File: src/rtl/pic_tmr1_peripheral.sv
// pic_tmr1_peripheral: Timer1-style bus responder.
// 16-bit up-counter behind a 1:1/2/4/8 prescaler clocked by instr_tick,
// with a TMR1IF/TMR1IE pair and a registered interrupt request.
// Optional feature macro: TMR1_GATE_EN (T1CON.TMR1GE plus a synchronised
// active-low gate input t1g_n). Without it, TMR1GE reads 0 and t1g_n is unused.
module pic_tmr1_peripheral #(
  parameter logic [7:0] ADDR_TMR1L = 8'h0E,
  parameter logic [7:0] ADDR_TMR1H = 8'h0F,
  parameter logic [7:0] ADDR_T1CON = 8'h10,
  parameter logic [7:0] ADDR_PIR1  = 8'h0C,
  parameter logic [7:0] ADDR_PIE1  = 8'h8C
) (
  input  logic       clk,
  input  logic       rst_n,
  input  logic       instr_tick,
  input  logic [7:0] addr,
  input  logic       wr_en,
  input  logic [7:0] data_in,
  output logic [7:0] data_out,
  output logic       addr_hit,
  input  logic       t1g_n,
  output logic       tmr1_irq
);

  localparam int unsigned CNT_W = 16;
  localparam int unsigned PS_W  = 3;

  logic [CNT_W-1:0] r_tmr1;
  logic [PS_W-1:0]  r_presc;
  logic             r_ton;
  logic [1:0]       r_ckps;
  logic             r_if;
  logic             r_ie;
  logic             r_irq;

  logic             w_wr_l;
  logic             w_wr_h;
  logic             w_wr_con;
  logic             w_wr_pir;
  logic             w_wr_pie;
  logic             w_enabled;
  logic             w_ge_rd;
  logic [PS_W-1:0]  w_term;
  logic [CNT_W-1:0] w_cnt_nxt;
  logic [PS_W-1:0]  w_presc_nxt;
  logic             w_ovf;

  assign w_wr_l   = wr_en && (addr == ADDR_TMR1L);
  assign w_wr_h   = wr_en && (addr == ADDR_TMR1H);
  assign w_wr_con = wr_en && (addr == ADDR_T1CON);
  assign w_wr_pir = wr_en && (addr == ADDR_PIR1);
  assign w_wr_pie = wr_en && (addr == ADDR_PIE1);

`ifdef TMR1_GATE_EN
  logic r_ge;
  logic r_gsync1;
  logic r_gsync2;

  // Gate enable bit and two-flop synchroniser for the asynchronous gate pin
  always_ff @(posedge clk or negedge rst_n) begin
    if (!rst_n) begin
      r_ge     <= 1'b0;
      r_gsync1 <= 1'b1;
      r_gsync2 <= 1'b1;
    end else begin
      if (w_wr_con) r_ge <= data_in[6];
      r_gsync1 <= t1g_n;
      r_gsync2 <= r_gsync1;
    end
  end

  assign w_enabled = r_ton && (!r_ge || !r_gsync2);
  assign w_ge_rd   = r_ge;
`else
  logic w_unused_t1g;
  assign w_unused_t1g = t1g_n;
  assign w_enabled    = r_ton;
  assign w_ge_rd      = 1'b0;
`endif

  // Prescaler terminal count for the selected ratio
  always_comb begin
    w_term = '0;
    case (r_ckps)
      2'd0:    w_term = 3'd0;
      2'd1:    w_term = 3'd1;
      2'd2:    w_term = 3'd3;
      default: w_term = 3'd7;
    endcase
  end

  // Next counter/prescaler value; a byte load beats a coincident tick.
  // The >= compare lets a prescaler left above a newly shortened ratio roll over at once.
  always_comb begin
    w_cnt_nxt   = r_tmr1;
    w_presc_nxt = r_presc;
    w_ovf       = 1'b0;
    if (w_wr_l || w_wr_h) begin
      w_presc_nxt = '0;
      if (w_wr_l) w_cnt_nxt[7:0]  = data_in;
      if (w_wr_h) w_cnt_nxt[15:8] = data_in;
    end else if (instr_tick && w_enabled) begin
      if (r_presc >= w_term) begin
        w_presc_nxt = '0;
        w_cnt_nxt   = r_tmr1 + 16'd1;
        w_ovf       = (r_tmr1 == 16'hFFFF);
      end else begin
        w_presc_nxt = r_presc + 3'd1;
      end
    end
  end

  // Counter and prescaler state
  always_ff @(posedge clk or negedge rst_n) begin
    if (!rst_n) begin
      r_tmr1  <= '0;
      r_presc <= '0;
    end else begin
      r_tmr1  <= w_cnt_nxt;
      r_presc <= w_presc_nxt;
    end
  end

  // T1CON fields
  always_ff @(posedge clk or negedge rst_n) begin
    if (!rst_n) begin
      r_ton  <= 1'b0;
      r_ckps <= 2'b00;
    end else if (w_wr_con) begin
      r_ton  <= data_in[0];
      r_ckps <= data_in[5:4];
    end
  end

  // Flag/enable pair; an overflow set beats a same-clk software write
  always_ff @(posedge clk or negedge rst_n) begin
    if (!rst_n) begin
      r_if  <= 1'b0;
      r_ie  <= 1'b0;
      r_irq <= 1'b0;
    end else begin
      r_if  <= w_ovf || (w_wr_pir ? data_in[0] : r_if);
      if (w_wr_pie) r_ie <= data_in[0];
      r_irq <= r_if && r_ie;
    end
  end

  assign tmr1_irq = r_irq;

  // Combinational read mux and address decode
  always_comb begin
    data_out = 8'h00;
    addr_hit = 1'b0;
    case (addr)
      ADDR_TMR1L: begin data_out = r_tmr1[7:0];  addr_hit = 1'b1; end
      ADDR_TMR1H: begin data_out = r_tmr1[15:8]; addr_hit = 1'b1; end
      ADDR_T1CON: begin data_out = {1'b0, w_ge_rd, r_ckps, 3'b000, r_ton}; addr_hit = 1'b1; end
      ADDR_PIR1:  begin data_out = {7'b0, r_if}; addr_hit = 1'b1; end
      ADDR_PIE1:  begin data_out = {7'b0, r_ie}; addr_hit = 1'b1; end
      default:    begin data_out = 8'h00; addr_hit = 1'b0; end
    endcase
  end

endmodule

File: config.mk
export PLATFORM = sky130hd
export DESIGN_NAME = pic_tmr1_peripheral
export DESIGN_NICKNAME = d
export VERILOG_FILES = /design/src/rtl/pic_tmr1_peripheral.sv
export SDC_FILE = /design/constraint.sdc
export NUM_CORES = 1
export LEC_CHECK = 0
export CAP_MARGIN = 40
export CORE_UTILIZATION = 47
export CTS_CLUSTER_DIAMETER = 50
export CTS_CLUSTER_SIZE = 24
export DETAILED_ROUTE_END_ITERATION = 10
export PLACE_DENSITY = 0.8
export SLEW_MARGIN = 0
export SYNTH_ARGS = -nofsm -noshare
export SYNTH_HDL_FRONTEND = slang
export SYNTH_SLANG_ARGS = --single-unit
File: constraint.sdc
create_clock -name clk -period 2.2 [get_ports clk]
set_input_delay 0.44 -clock clk [delete_from_list [all_inputs] [get_ports clk]]
set_output_delay 0.44 -clock clk [all_outputs]
set_load 0.1 [all_outputs]
==> summary.md <==
| Metric | Value |
|---|---|
| CTS Buffer Depth | `2` |
| Cts bufs inserted | `3` |
| Data required time at the worst endpoint | `1760 ps` |
| Most frequently used cell type in the post-synthesis netlist | `dfrtp_1` |
| Number of distinct library cells after synthesis | `47` |
| Gr usage total | `30.2%` |
| Clock insertion delay at the later pin of the skew report | `280 ps` |
| Hold Buf Count CTS | `0` |
| Worst setup path startpoint | `addr[5]` |
| Total met2 wirelength after detailed routing | `2.96 mm` |
| Number of nets still failing antenna checks after routing | `0` |
| CTS tree | `yes` |
| Count of clock tree sinks | `25` |
| Placed Instances | `300` |
| Average size of a mapped cell | `8.67 um2` |
| Max FO, Critical Path | `2` |
| PnR worst setup slack | `-39.5 ps` |
| Routed vias/inst | `6.13` |
| Min-Delay Path Class | `input pin to asynchronous set/reset pin` |
| Die Outline Area | `3960 um2` |
| Count of pins on the block boundary | `31` |
| CP max-delay cell | `or4b_4` |
| Fraction of layout cells with a size suffix above 1 | `35.4%` |
| Slew @ Worst Pin | `683 ps` |
| Detailed placer's ending HPWL | `3.98 mm` |
| Layout Nets | `295` |
| Max H-tree Level | `1` |
| Top cells by area, synth | `dfrtp_1 36%, mux2i_1 6.9%, nand2_1 5.2%` |
| Relative slew slack | `54.1%` |
| Worst-path cell chain | `buf_6 -> or4b_4 -> nor4_4 -> buf_4 -> nor2_4 -> a21oi_4 -> buf_12` |
| Die height | `62.9 um` |
| Synthesized netlist cell count | `201` |
| Category of the worst setup path capture point | `output port` |
| Area share of the largest cell type after synthesis | `35.9%` |
| Global placement routability congestion | `0.898` |
| Pin count of the biggest net entering global routing | `26` |
| Layout Area Growth over Synthesis | `53.7%` |
| Critical Path End | `addr_hit` |
| Vias in the first global route | `1831` |
| Depth of the worst register-to-register path | `8` |
| FMAX | `447 MHz` |
| Worst EP arrival | `1800 ps` |
| Endpoints failing hold | `0` |
| Number of enable-type register cells in the synthesized netlist | `0` |
| Site Rows | `21` |
| Share of the clock period used by the worst path after layout | `102%` |
| Number of max-cap violations | `0` |
| Commonest register cell after synthesis | `dfrtp_1` |
| Setup-violating endpoint count in the final report | `1` |
| Number of nets in the synthesized netlist | `227` |
| Via Count | `1925` |
| Count of final max-slew check failures | `0` |
| Violated checks | `setup timing` |
| Grt ovf | `0` |
| Worst R2R End | `r_tmr1[0]$_DFFE_PN0P_` |
| Initial core utilization | `50.6%` |
| Count of input and output buffers | `29` |
| 1st-pass router iterations | `4` |
| Total DRC errors in the routed layout | `0` |
| Crit path time final | `2240 ps` |
| Pleak | `1.17 nW` |
| Most frequent cells after synthesis | `25 x dfrtp_1, 24 x nand2_1, 24 x nor2_1` |
| Combined area of all synthesized cells | `1740 um2` |
| Width of the die | `62.9 um` |
| Setup repair after global routing missed its margin | `true` |
| CP Class | `input pin to output port` |
| DRT iter0 DRCs | `133` |
| Reg-to-Reg Start | `r_ckps[0]$_DFFE_PN0P_` |
| Critical Path Source Type | `input pin` |
| Routed metal-1 wire length | `2.30 mm` |
| Pre-CTS setup slack | `-425 ps` |
| CTS Root Cell | `clkbuf_8` |
| Antenna Diode Count | `0` |
| Core Footprint | `3440 um2` |
| Biggest cell delay along the critical path | `540 ps` |
| Average routed wire per standard cell | `18.5 um` |
| Met3 wire length | `431 um` |
| Final cell count without fillers | `314` |
| Worst clock skew on the final layout | `6.89 ps` |
| Worst-path clk slew | `100 ps` |
| Antenna violations before repair | `0` |
| Highest routed layer | `met4` |
| Outcome | `finished, violations left` |
| Top cell type by total area after synthesis | `dfrtp_1` |
| Power per cell area | `479 nW/um2` |
| Sum of routed wire length over all layers | `5.80 mm` |
| Register bit total from synthesis | `25` |
| First-pass GRT wire length | `9.02 mm` |
| Setup slack, reg-to-reg | `100 ps` |
| Async set-or-reset flop fraction in the synthesized netlist | `100%` |
| Maximum VDD drop | `0.398 mV` |
| Number of warnings issued by yosys | `0` |
| Register area share after synthesis | `35.9%` |
power breakdown:
| group | switching [mW] | total, mW | internal, mW |
|---|---|---|---|
| sequential | 0.0842 | 0.606 | 0.522 |
| clock | 0.161 | 0.290 | 0.129 |
| combinational | 0.204 | 0.385 | 0.181 |
flip-flops by register name (all words and copies together) (netlist names):
| name | cells |
|---|---|
| r_if | 1 |
| tmr1_irq | 1 |
| r_presc | 3 |
| r_ckps | 2 |
| r_ie | 1 |
| r_ton | 1 |
| r_tmr1 | 16 |
how the worst min path moves through the flow:
stage | to | slack, ps | cells after the start
floorplan | r_ckps[0]$_DFFE_PN0P_ | 140 | 0
global placement | tmr1_irq$_DFF_PN0_ | 480 | 1
detailed placement | tmr1_irq$_DFF_PN0_ | 510 | 1
CTS | r_presc[1]$_DFFE_PN0P_ | 530 | 2
global route | r_presc[2]$_DFFE_PN0P_ | 550 | 2
finish | r_presc[1]$_DFFE_PN0P_ | 520 | 2
kinds of logic after synthesis:
logic type,share of synthesized area [%]
flip-flops,35.9
multiplexers,10.1
AO/OA/AOI/OAI,19.0
AND/OR/NAND/NOR,28.1
buffers and inverters,3.37
adder cells (fa/ha/maj),3.59
metal layers:
metal / up-vias / GRT usage (%)
met4: 0 / 14.0
li1: 885 / -
met1: 945 / 37.9
met3: 9 / 4.56
met5: - / 0
met2: 86 / 50.4
cell type report:
cell class	instances	area, um2
flip-flops and latches	25	627
repair buffers	73	713
clock inverters	1	7.51
fillers	239	763
well taps	46	57.6
clock buffers	3	41.3
inverters	5	18.8
multi-input cells	161	1210
critical path, delay by kind of cell:
family                 cells  cell delay (ps)
AND/OR/NAND/NOR            3              770
AO/OA/AOI/OAI              1              120
buffers and inverters      3              450
layout by cell type (no fill, tap or decap), types with 3 or more instances in the layout:
| cell type | instances |
|---|---|
| buf_6 | 6 |
| o211ai_1 | 5 |
| nand4_1 | 7 |
| inv_1 | 5 |
| and2_1 | 4 |
| a21oi_1 | 12 |
| o21a_1 | 4 |
| buf_2 | 3 |
| nor2_4 | 6 |
| nor3_1 | 5 |
| ha_1 | 5 |
| mux2_4 | 3 |
| nor2_1 | 18 |
| buf_12 | 9 |
| buf_4 | 40 |
| clkbuf_8 | 3 |
| nand2_1 | 21 |
| dfrtp_1 | 24 |
| mux2i_1 | 11 |
| clkdlybuf4s50_1 | 11 |
| nand3_1 | 9 |
timing repair:
action,4_1_cts,5_1_grt
pin swaps,9,9
cloned,0,1
setup buffers,4,5
gates resized for setup,37,10
endpoints found under the hold margin,0,0
setup endpoints to repair,11,13
through the flow:
| step | instance area (um2) | TNS [ps] | hold slack [ps] | power (mW) | utilization, % |
|---|---|---|---|---|---|
| floorplan | 1830 | -1480 | 144 | 0.787 | - |
| global placement | 2480 | -3270 | 480 | 0.920 | 72.2 |
| detailed placement | 2480 | -4120 | 509 | 0.937 | 72.2 |
| CTS | 2600 | -368 | 534 | 1.23 | 75.5 |
| global route | 2680 | -145 | 545 | 1.34 | 77.8 |
| finish | 2680 | -39.5 | 519 | 1.28 | 77.8 |
No activity file was read; power rests on OpenSTA's default activity.
